==> config.mk <==
export PLATFORM = sky130hd
export DESIGN_NAME = shared_ram_arb
export DESIGN_NICKNAME = d
export VERILOG_FILES = /design/src/rtl/shared_ram_arb_pkg.sv /design/src/rtl/shared_ram_arb_port.sv /design/src/rtl/shared_ram_arb.sv
export SDC_FILE = /design/constraint.sdc
export NUM_CORES = 1
export LEC_CHECK = 0
export ABC_AREA = 1
export BUFFER_PORTS_ARGS = -buffer_cell sky130_fd_sc_hd__buf_2
export CAP_MARGIN = 40
export CORE_MARGIN = 2
export CORE_UTILIZATION = 35
export CTS_BUF_LIST = sky130_fd_sc_hd__clkbuf_8 sky130_fd_sc_hd__clkbuf_16
export DETAILED_ROUTE_END_ITERATION = 12
export PLACE_DENSITY = 0.7
export SYNTH_ARGS = -nofsm -noshare
export SYNTH_HDL_FRONTEND = slang
export SYNTH_SLANG_ARGS = --single-unit
==> constraint.sdc <==
create_clock -name clk_sys -period 1.1 [get_ports clk_sys]
set_input_delay 0.275 -clock clk_sys [delete_from_list [all_inputs] [get_ports clk_sys]]
set_output_delay 0.275 -clock clk_sys [all_outputs]
set_load 0.05 [all_outputs]
==> src/rtl/shared_ram_arb_pkg.sv <==
// Shared work RAM arbiter: common types.
// FSM encoding and port identifiers.
package shared_ram_arb_pkg;

  typedef enum logic [1:0] {
    ST_IDLE = 2'd0,
    ST_ACC  = 2'd1,
    ST_CAP  = 2'd2
  } state_t;

  localparam logic PORT_A = 1'b0;
  localparam logic PORT_B = 1'b1;

  // Pending-port pick; on a tie the port not served last wins.
  function automatic logic pick_port(
    input logic pa,
    input logic pb,
    input logic last
  );
    if (pa && pb) return (last == PORT_A) ? PORT_B : PORT_A;
    return pa ? PORT_A : PORT_B;
  endfunction

endpackage

==> src/rtl/shared_ram_arb_port.sv <==
// Per-requester state: served flag, pending
// and the stable read-data latch.
module shared_ram_arb_port #(
  parameter int DW = 8
) (
  input  logic          clk_sys,
  input  logic          reset_n,
  input  logic          req,
  input  logic          cap,
  input  logic          rd_cap,
  input  logic [DW-1:0] ram_q,
  output logic          pend,
  output logic [DW-1:0] rdata
);

  logic served;

  assign pend = req & ~served;

  // Served once per held request; a dropped request re-arms.
  always_ff @(posedge clk_sys or negedge reset_n) begin
    if (!reset_n) begin
      served <= 1'b0;
    end else if (!req) begin
      served <= 1'b0;
    end else if (cap) begin
      served <= 1'b1;
    end
  end

  // Read data only changes on a captured read for this port.
  always_ff @(posedge clk_sys or negedge reset_n) begin
    if (!reset_n) begin
      rdata <= '0;
    end else if (rd_cap) begin
      rdata <= ram_q;
    end
  end

endmodule

==> src/rtl/shared_ram_arb.sv <==
// Two-port arbiter sharing one sync RAM
// between the main CPU (A) and sub CPU (B).
module shared_ram_arb
  import shared_ram_arb_pkg::*;
#(
  parameter int AW = 11,
  parameter int DW = 8
) (
  input  logic          clk_sys,
  input  logic          reset_n,
  input  logic          a_req,
  input  logic          a_we,
  input  logic [AW-1:0] a_addr,
  input  logic [DW-1:0] a_wdata,
  output logic [DW-1:0] a_rdata,
  output logic          a_wait,
  input  logic          b_req,
  input  logic          b_we,
  input  logic [AW-1:0] b_addr,
  input  logic [DW-1:0] b_wdata,
  output logic [DW-1:0] b_rdata,
  output logic          b_wait,
  output logic [AW-1:0] ram_addr,
  output logic [DW-1:0] ram_wdata,
  output logic          ram_we,
  input  logic [DW-1:0] ram_q
);

  state_t        state;
  state_t        state_nx;
  logic          grant;
  logic          op_we;
  logic          last_grant;
  logic          pend_a;
  logic          pend_b;
  logic          win;
  logic          win_we;
  logic [AW-1:0] win_addr;
  logic [DW-1:0] win_wdata;
  logic          cap_a;
  logic          cap_b;

  assign a_wait = pend_a;
  assign b_wait = pend_b;

  assign win       = pick_port(pend_a, pend_b, last_grant);
  assign win_we    = (win == PORT_A) ? a_we    : b_we;
  assign win_addr  = (win == PORT_A) ? a_addr  : b_addr;
  assign win_wdata = (win == PORT_A) ? a_wdata : b_wdata;

  assign cap_a = (state == ST_CAP) && (grant == PORT_A);
  assign cap_b = (state == ST_CAP) && (grant == PORT_B);

  shared_ram_arb_port #(.DW(DW)) u_port_a (
    .clk_sys (clk_sys),
    .reset_n (reset_n),
    .req     (a_req),
    .cap     (cap_a),
    .rd_cap  (cap_a & ~op_we),
    .ram_q   (ram_q),
    .pend    (pend_a),
    .rdata   (a_rdata)
  );

  shared_ram_arb_port #(.DW(DW)) u_port_b (
    .clk_sys (clk_sys),
    .reset_n (reset_n),
    .req     (b_req),
    .cap     (cap_b),
    .rd_cap  (cap_b & ~op_we),
    .ram_q   (ram_q),
    .pend    (pend_b),
    .rdata   (b_rdata)
  );

  // State register.
  always_ff @(posedge clk_sys or negedge reset_n) begin
    if (!reset_n) begin
      state <= ST_IDLE;
    end else begin
      state <= state_nx;
    end
  end

  // Next state: grant, one strobe cycle, one capture cycle.
  always_comb begin
    state_nx = state;
    unique case (state)
      ST_IDLE: if (pend_a | pend_b) state_nx = ST_ACC;
      ST_ACC:  state_nx = ST_CAP;
      ST_CAP:  state_nx = ST_IDLE;
      default: state_nx = ST_IDLE;
    endcase
  end

  // RAM command registers, loaded only when granting in IDLE.
  always_ff @(posedge clk_sys or negedge reset_n) begin
    if (!reset_n) begin
      ram_we     <= 1'b0;
      ram_addr   <= '0;
      ram_wdata  <= '0;
      op_we      <= 1'b0;
      grant      <= PORT_A;
      last_grant <= PORT_B;
    end else begin
      ram_we <= 1'b0;
      if (state == ST_IDLE && (pend_a | pend_b)) begin
        ram_we     <= win_we;
        ram_addr   <= win_addr;
        ram_wdata  <= win_wdata;
        op_we      <= win_we;
        grant      <= win;
        last_grant <= win;
      end
    end
  end

endmodule

After elaboration in Yosys (flattened, before gate mapping)
Cells that the tools add are included.
W data, S select, Z words.
{"block": "op_classes", "eq_ne": 5, "mux": 15, "bitwise_logic": 9, "reduce_logical": 5}
{"operator": "$mux W1", "count": 11}
{"operator": "$mux W11", "count": 1}
{"operator": "$mux W8", "count": 1}
{"operator": "$and A1 B1 Y1", "count": 4}
{"operator": "$logic_and A1 B1 Y1", "count": 4}
{"operator": "$ne A2 B1 Y1 const B", "count": 2}
{"operator": "$not A1 Y1", "count": 4}
{"operator": "$pmux W2 S2", "count": 1}
{"operator": "$eq A2 B1 Y1 const B", "count": 1}
{"operator": "$eq A2 B2 Y1 const B", "count": 1}
{"operator": "$logic_not A2 Y1", "count": 1}
{"operator": "$mux W2", "count": 1}
{"operator": "$ne A2 B2 Y1 const B", "count": 1}
{"operator": "$or A1 B1 Y1", "count": 1}
{"block": "totals", "regBits": 43, "input_bits": 52, "output_inout_bits": 38, "elab_cells": 45}

Logic depth before layout (Yosys ltp)
Gate-level depths: netlist of the first run.
{"block": "logic_depth", "word_depth": 7, "depth_mapped": 8, "ltp_nobuf": 7}

Cells and area by module
Synthesis of the first run repeated with hierarchy kept, for this count alone.
{"block": "unflattened", "hier_cells": 272, "hier_area_um2": 2039.5}
{"mod": "shared_ram_arb", "n_inst": 1, "cells_per_inst": 194, "area_each_um2": 1348.8, "seq_area_each_um2": 626.9}
{"mod": "shared_ram_arb_port", "n_inst": 2, "cells_per_inst": 39, "area_each_um2": 345.3, "seq_area_each_um2": 225.2}

Worst setup path after synthesis of the first run
No wires, ideal clock.
{"block": "synth_timing", "kind": "register to register", "from": "reg u_port_a.served", "to": "reg ram_addr[10]", "setup_time_ns": 0.118, "arrival_time_ns": 1.133, "required_time_ns": 0.982, "slack_ns": -0.151, "path_stages_with_launch": 8, "path_buffers": 1, "synth_period_minus_slack_ns": 1.251, "cell_sequence": "dfrtp_1 > inv_1 > nand2_2 > inv_1 > buf_2 > nand3_1 > nand3_1 > nand2_1"}
{"block": "synth_via", "elab_chain_len": 6, "word_cells_on_any_way": 9, "cone_classes": "mux (4); bitwise (3); reduce/logical (2)"}
{"element": "from (decl)", "line": "shared_ram_arb_port.sv:16", "source": "logic served;"}
{"element": "from (signal assigned)", "line": "shared_ram_arb_port.sv:23", "source": "served <= 1'b0;"}
{"element": "from (signal assigned)", "line": "shared_ram_arb_port.sv:25", "source": "served <= 1'b0;"}
{"element": "from (signal assigned)", "line": "shared_ram_arb_port.sv:27", "source": "served <= 1'b1;"}
{"element": "$not A1 Y1 (*)", "line": "shared_ram_arb_port.sv:18", "source": "assign pend = req & ~served;"}
{"element": "$and A1 B1 Y1 (*)", "line": "shared_ram_arb_port.sv:18"}
{"element": "via a_wait", "line": "shared_ram_arb.sv:16", "source": "output logic a_wait,"}
{"element": "$logic_and A1 B1 Y1", "line": "shared_ram_arb_pkg.sv:20", "source": "if (pa && pb) return (last == PORT_A) ? PORT_B : PORT_A;"}
{"element": "$mux W1", "line": "shared_ram_arb_pkg.sv:20"}
{"element": "$mux W1", "line": "shared_ram_arb_pkg.sv:21", "source": "return pa ? PORT_A : PORT_B;"}
{"element": "$mux W11", "line": "shared_ram_arb.sv:48", "source": "assign win_addr = (win == PORT_A) ? a_addr : b_addr;"}
{"element": "to (signal assigned)", "line": "shared_ram_arb.sv:109", "source": "ram_addr <= win_addr;"}
{"element": "to (decl)", "line": "shared_ram_arb.sv:23", "source": "output logic [AW-1:0] ram_addr,"}
The timed path passes the listed nets; every way through them passes the cells marked *.
A chain may end at the register's enable or synchronous reset.

Worst setup path in the final report of the first run
{"block": "layout_timing", "from": "reg u_port_a.served", "to": "out a_wait"}
{"block": "layout_via", "elab_chain_len": 2}
{"element": "$not A1 Y1", "line": "shared_ram_arb_port.sv:18"}
{"element": "$and A1 B1 Y1", "line": "shared_ram_arb_port.sv:18"}
{"element": "to (decl)", "line": "shared_ram_arb.sv:16"}
No other way between the ends.

==> results of run 1 <==
-- stage by stage --
stage / hold WS [ps] / TNS [ps] / instances / power (uW) / instance area (um^2)
final: 264 / -5080 / 466 / 12000 / 3600
after global routing: 269 / -7970 / 466 / 12600 / 3600
after CTS: 250 / -4610 / 458 / 11400 / 3380
after floorplan: -20.6 / -221 / 263 / 7130 / 2160
after detailed placement: 155 / -3800 / 431 / 8460 / 2730
after global placement: 160 / -2740 / 431 / 8340 / 2730
-- power groups by stage --
stage	logic [uW]	clock network, uW	registers, uW
floorplan	2030	0	5090
global placement	5540	0	2800
detailed placement	5670	0	2790
CTS	7460	982	2950
global route	8560	1020	3050
finish	8020	948	2990
-- synth_stat cells, drive strengths merged --
cell type	n	area (um^2)
a21boi	2	15.0
a21oi	1	16.3
buf	12	97.6
dfrtp	42	1050
dfstp	1	26.3
inv	59	221
nand2	83	319
nand3	43	240
nor2	2	15.0
o21ai	18	143
-- worst min-delay path by stage --
stage               startpoint                end  slack, ps  cells after the start
floorplan              reset_n              grant        -20                      0
global placement       reset_n    u_port_b.served        160                      1
detailed placement     reset_n    u_port_b.served        150                      1
CTS                   ram_q[4]  u_port_a.rdata[4]        250                      3
global route          ram_q[6]  u_port_a.rdata[6]        270                      3
finish                ram_q[6]  u_port_a.rdata[6]        260                      3
-- what timing repair did --
| item | CTS | global route |
|---|---|---|
| endpoints found under the hold margin | 6 | 0 |
| hold buffers | 1 | 0 |
| setup endpoints to repair | 77 | 80 |
| pin swaps | 9 | 42 |
| cloned | 5 | 0 |
| buffers inserted | 13 | 8 |
| gates resized for setup | 115 | 44 |
-- layer usage --
layer,up-vias,GRT usage,routed length (um),part of all wire
met5,-,0,0,0
met4,0,0.0433,46,0.0080
met3,4,0.0326,320,0.056
met2,64,0.323,3010,0.52
met1,956,0.207,2380,0.41
li1,1052,-,-,-
-- logic make-up after synthesis --
group / count (synthesis)
AO/OA/AOI/OAI: 21
buffers and inverters: 71
flip-flops: 43
AND/OR/NAND/NOR: 128
-- area by class of cell --
| cell class | count | share of cell area |
|---|---|---|
| Multi-Input combinational cell | 151 | 0.270 |
| Sequential cell | 43 | 0.299 |
| Timing Repair Buffer | 130 | 0.314 |
| Inverter | 59 | 0.0667 |
| Tap cell | 75 | 0.0260 |
| Clock buffer | 5 | 0.0191 |
| Clock inverter | 3 | 0.00451 |
-- registers in the layout, indices dropped and copies added (netlist names) --
register / count
grant: 1
last_grant: 1
u_port_b.rdata: 8
ram_addr: 11
op_we: 1
u_port_a.served: 1
ram_wdata: 8
state: 2
u_port_a.rdata: 8
u_port_b.served: 1
ram_we: 1
-- worst max-delay path: cells and delay by family (launching register included) --
| kind | cells | cell delay [ps] |
|---|---|---|
| buffers and inverters | 3 | 290 |
| flip-flops | 1 | 370 |
| AND/OR/NAND/NOR | 1 | 60 |
==> results by group, run 1 <==
Clocking
  • Clock Path Buffers: 2
  • CTS clk-pin slew, worst paths: 80 ps
  • Clk_lat worst skew: 290 ps
  • Htree depth: 2
  • CTS tree: built
  • Clock Sinks: 43
  • Root Buffer: clkbuf_8
  • Cts bufs inserted: 5

Global route
  • First-pass GRT wire length: 9.18 mm
  • Initial antenna violation count: 0
  • Aggregate global routing overflow: 0
  • Vias in the first global route: 2057
  • Largest net degree at the start of global routing: 22
  • All-Layer GR Usage: 0.175

Power
  • Psw: 5900 uW
  • Power share of the sequential group: 0.250
  • Pleak: 0.00198 uW
  • Internal Power: 6060 uW
  • Cell area power density: 3320 nW/um^2
  • Clock power share: 0.079
  • Combinational Power Share: 0.671
  • Switching Fraction: 0.493
  • Max rail drop VDD: 1690 uV

Critical path
  • CP startpoint: u_port_a.served
  • Reg2reg setup slack: -180 ps
  • Worst EP arrival: 1010 ps
  • Setup Crit Path Kind: register to output pin
  • Crit-path cells: inv_2, nand2_4, inv_4, buf_8
  • R2R depth: 8
  • Reg2reg start: u_port_a.served
  • CP max FO: 2
  • Setup crit end: a_wait
  • Element type at the critical path start: register
  • Req. time, crit path: 820 ps
  • Slowest stage delay, CP: 370 ps
  • CP max-delay cell: dfrtp_1
  • RR Endpoint: ram_we
  • CP Capture Type: output pin

Final layout
  • Share of layout cells above drive strength 1: 0.542
  • Most frequent cells in the layout: nand2_1, buf_2, inv_1, dfrtp_1, buf_6
  • Register area: 1080 um^2
  • Multi-input gate area: 975 um^2
  • Filler Cells Inserted: 471
  • N_diodes: 0
  • Most common cell after layout, fill and taps aside: nand2_1
  • Nets: 442
  • Finished Core Util: 0.609
  • Area delta synth->final: 68.0%

Placement
  • Port Buffers: 89
  • Pre-CTS WS: -156 ps
  • Placer congestion estimate: 0.772
  • Hpwl dp: 3.77 mm

Logic synthesis
  • Post-Synthesis Cell Area: 2140 um^2
  • Mux share of post-synthesis cell area: 0
  • #FFs+latches synth: 43
  • Synth Area in Adders: 0
  • Largest family of logic cells by synthesized area: simple AND/OR/NAND/NOR gates
  • Area share of and/or/nand/nor cells after synthesis: 0.268
  • Xor/xnor share of the synthesized area: 0
  • Synth Area in Compound Gates: 0.0811
  • Seq/Total Area, Yosys: 0.502
  • Syn. warnings: 0
  • Syn Nets: 315
  • Syn Inst Count: 263
  • Syn avg cell area: 8.15 um^2
  • Yosys cell types: 17

Drt
  • Drt first pass iters: 4
  • Vias: 2076
  • First-iteration detailed-routing DRC count: 52
  • Residual DRC: 0
  • Vias per cell: 4.45
  • Final WL: 5.76 mm
  • Remaining antenna violation count: 0
  • Drt wl/cell: 12.4 um

Timing
  • Relative slew slack: 0.816
  • Worst-Margin Slew: 275 ps
  • Final setup viols: 76
  • Fin. max-slew vios: 0
  • Period Utilization, post-route: 1.17
  • Final setup margin: -186 ps
  • RSZ-0062 raised after global routing: yes
  • Fin Clk Skew: 9.58 ps
  • Final Hold Vio Count: 0
  • FMAX: 0.778 GHz
  • Min Tclk post-route: 1290 ps

Floorplanning
  • Die Ht: 82.3 um
  • Die ar.: 6770 um^2
  • Initial Utilization: 0.362
  • Die W: 82.3 um
  • # rows: 28
  • IO Count: 90
  • Core area: 5920 um^2

Outcome
  • Outcome: complete, but fails checks
  • Failing checks: setup timing

Worst hold path
  • Class of the worst hold path: input port to register

Flow run
  • Max_cap viols: 0
(Power assumes the default switching activity.)
==> run 2, diff against run 1 <==
PLACE_DENSITY = unset   (was 0.7)
==> run 2 against run 1 <==
  * Combinational power fell by 1%
  * Largest cell class unchanged
  * First-iteration DRC count rose by 27%
  * Global-route usage rose by 0.44 points
  * Via count rose by 1.0%
  * Critical endpoint unchanged
  * Flip-flop and latch count did not move
  * Sequential power barely moved
  * The flow still finishes with violations (setup timing)
==> results by group, run 2 (synthesis results as in run 1) <==
Clocking
  • Cts bufs inserted: 5 (unchanged)
  • CTS tree: built
  • Clock Path Buffers: 2 (unchanged)
  • Clk_lat worst skew: 290 ps (about the same)
  • Clock Sinks: 43 (unchanged)
  • Htree depth: 2 (unchanged)
  • CTS clk-pin slew, worst paths: 80 ps (about the same)
  • Root Buffer: clkbuf_8

Drt
  • Drt first pass iters: 4 (unchanged)
  • Vias per cell: 4.45 (about the same)
  • First-iteration detailed-routing DRC count: 66 (+27%)
  • Vias: 2097 (+1.0%)
  • Final WL: 5.67 mm (-1.6%)
  • Drt wl/cell: 12.0 um (-2.6%)
  • Residual DRC: 0 (unchanged)
  • Remaining antenna violation count: 0 (unchanged)

Final layout
  • Finished Core Util: 0.598 (-0.0104)
  • Most frequent cells in the layout: nand2_1, buf_2, inv_1, buf_6, dfrtp_1
  • Most flop-heavy register: ram_addr
  • N_diodes: 0 (unchanged)
  • Most common cell after layout, fill and taps aside: nand2_1
  • Area delta synth->final: 65.2%
  • Nets: 447 (+1.1%)
  • Max reg flops: 11 (unchanged)
  • Share of layout cells above drive strength 1: 0.497 (-0.0447)
  • Design area: 3540 um^2 (-1.7%)

Outcome
  • Outcome: complete, but fails checks
  • Failing checks: setup timing

Global route
  • Initial antenna violation count: 0 (unchanged)
  • Largest net degree at the start of global routing: 21 (-4.5%)
  • Aggregate global routing overflow: 0 (unchanged)
  • All-Layer GR Usage: 0.179 (+0.00439)
  • Vias in the first global route: 2038 (-0.92%)
  • First-pass GRT wire length: 9.23 mm (+0.60%)

Power
  • Combinational Power Share: 0.666 (-0.005)
  • Max rail drop VDD: 2010 uV (+19%)
  • Power share of the sequential group: 0.252 (+0.002)
  • Pleak: 0.00198 uW (-0.17%)
  • Internal Power: 6080 uW (+0.26%)
  • Clock power share: 0.081 (+0.002)
  • Psw: 5770 uW (-2.1%)
  • Cell area power density: 3350 nW/um^2 (+0.80%)
  • Switching Fraction: 0.487 (-0.00601)

Critical path
  • Req. time, crit path: 820 ps (about the same)
  • Element type at the critical path start: register
  • Worst EP arrival: 1030 ps (+20 ps)
  • Reg2reg start: u_port_a.served
  • CP max FO: 2 (unchanged)
  • CP startpoint: u_port_a.served
  • Cell class contributing the biggest share of worst-path delay: flip-flops
  • Crit-path cells: inv_2, nand2_4, inv_4, buf_8
  • Slowest stage delay, CP: 380 ps (about the same)
  • Setup Crit Path Kind: register to output pin
  • CP max-delay cell: dfrtp_1
  • WP buf/inv: 3 (unchanged)
  • CP Capture Type: output pin

Timing
  • Setup_tns: -4230 ps (+857 ps)
  • Relative slew slack: 0.825 (+0.00897)
  • Fin Clk Skew: 4.31 ps (-5.27 ps)
  • Worst-Margin Slew: 262 ps (-13.1 ps)
  • Final setup viols: 78 (+2.6%)
  • Min Tclk post-route: 1300 ps (+16.8 ps)
  • Final Hold Vio Count: 0 (unchanged)
  • Final setup margin: -203 ps (-16.8 ps)
  • FMAX: 0.768 GHz (-1.3%)
  • RSZ-0062 raised after global routing: yes
  • Period Utilization, post-route: 1.18 (+0.0152)
  • Fin. max-slew vios: 0 (unchanged)

Floorplanning
  • IO Count: 90 (unchanged)
  • Die ar.: 6770 um^2 (unchanged)
  • Die Ht: 82.3 um (unchanged)
  • # rows: 28 (unchanged)
  • Initial Utilization: 0.362 (unchanged)
  • Die W: 82.3 um (unchanged)
  • Core area: 5920 um^2 (unchanged)

Worst hold path
  • Hold Crit Start: ram_q[3]
  • Class of the worst hold path: input port to register

Placement
  • Dpl cell area: 2750 um^2 (+0.55%)
  • Placer congestion estimate: 0.806 (+4.5%)
  • Hpwl dp: 3.73 mm (-1.1%)
  • Pre-CTS WS: -168 ps (-11.9 ps)
  • Port Buffers: 89 (unchanged)

Flow run
  • Max_cap viols: 0 (unchanged)
-- run 2: cell count changes in the layout (fill, tap and decap cells not counted), moves of 2 or more --
cell        change
clkinv_2        +2
buf_6           +4
buf_8           -4
nand2_2         -3
nand2_4         -2
buf_4           +5
clkinvlp_4      -2
nand3_2        -18
nand3_1        +18
nand2_1         +4
-- run 2: path summary, 6_finish.rpt --
| check | to | slack [ps] | cells after the start |
|---|---|---|---|
| setup / recovery | a_wait | -200 | 4 |
| hold / removal | u_port_b.rdata[3] | 250 | 3 |
| setup reg to reg | grant | -110 | 8 |
| hold reg to reg | ram_wdata[5] | 510 | 2 |
| max in group asynchronous | last_grant | 250 | 3 |
| min in group asynchronous | ram_addr[3] | 380 | 2 |
-- run 2: power by group through the flow --
stage | clock network (uW) | logic [uW] | registers [uW]
after floorplan | 0 | 2030 | 5090
after global placement | 0 | 5570 | 2800
after detailed placement | 0 | 5660 | 2790
after CTS | 1000 | 7600 | 2950
after global routing | 1070 | 8430 | 3050
final | 965 | 7900 | 2990
-- run 2: stage by stage --
step                      hold WS [ps]  power [uW]  cells
final                              253       11800    471
after detailed placement           156        8460    433
after CTS                          245       11500    464
after global routing               265       12500    471
after global placement             158        8370    433
after floorplan                  -20.6        7130    263
-- run 2: repair_timing --
item                       4_1_cts  5_1_grt
setup endpoints to repair       77       78
buffers inserted                17       10
hold endpoints to repair         5        0
hold buffers                     1        0
gates cloned                     5        0
resized for setup              114       18
pin swaps                        7        5
-- run 2: per-layer routing --
layer	global-route usage	up-vias	wire length, um
li1	-	1064	-
met1	0.224	966	2480
met2	0.306	59	2860
met3	0.0283	8	243
met4	0.0783	0	90
met5	0	-	0
-- run 2: worst register-to-register path, stage by stage (launching register included) --
cell	delay [ps]
dfrtp_1	380
inv_2	70
nand2_4	70
inv_4	70
buf_6	150
nand2_8	70
buf_4	140
nand2_2	70
o21ai_0	70
-- run 2: final cells by class --
type / instances / area (um^2)
clock inverter: 3 / 15.0
sequential: 43 / 1080
clock buffer: 5 / 68.8
multi-input combinational: 151 / 881
tap: 75 / 93.8
fill: 511 / 2380
timing repair buffer: 135 / 1180
inverter: 59 / 229
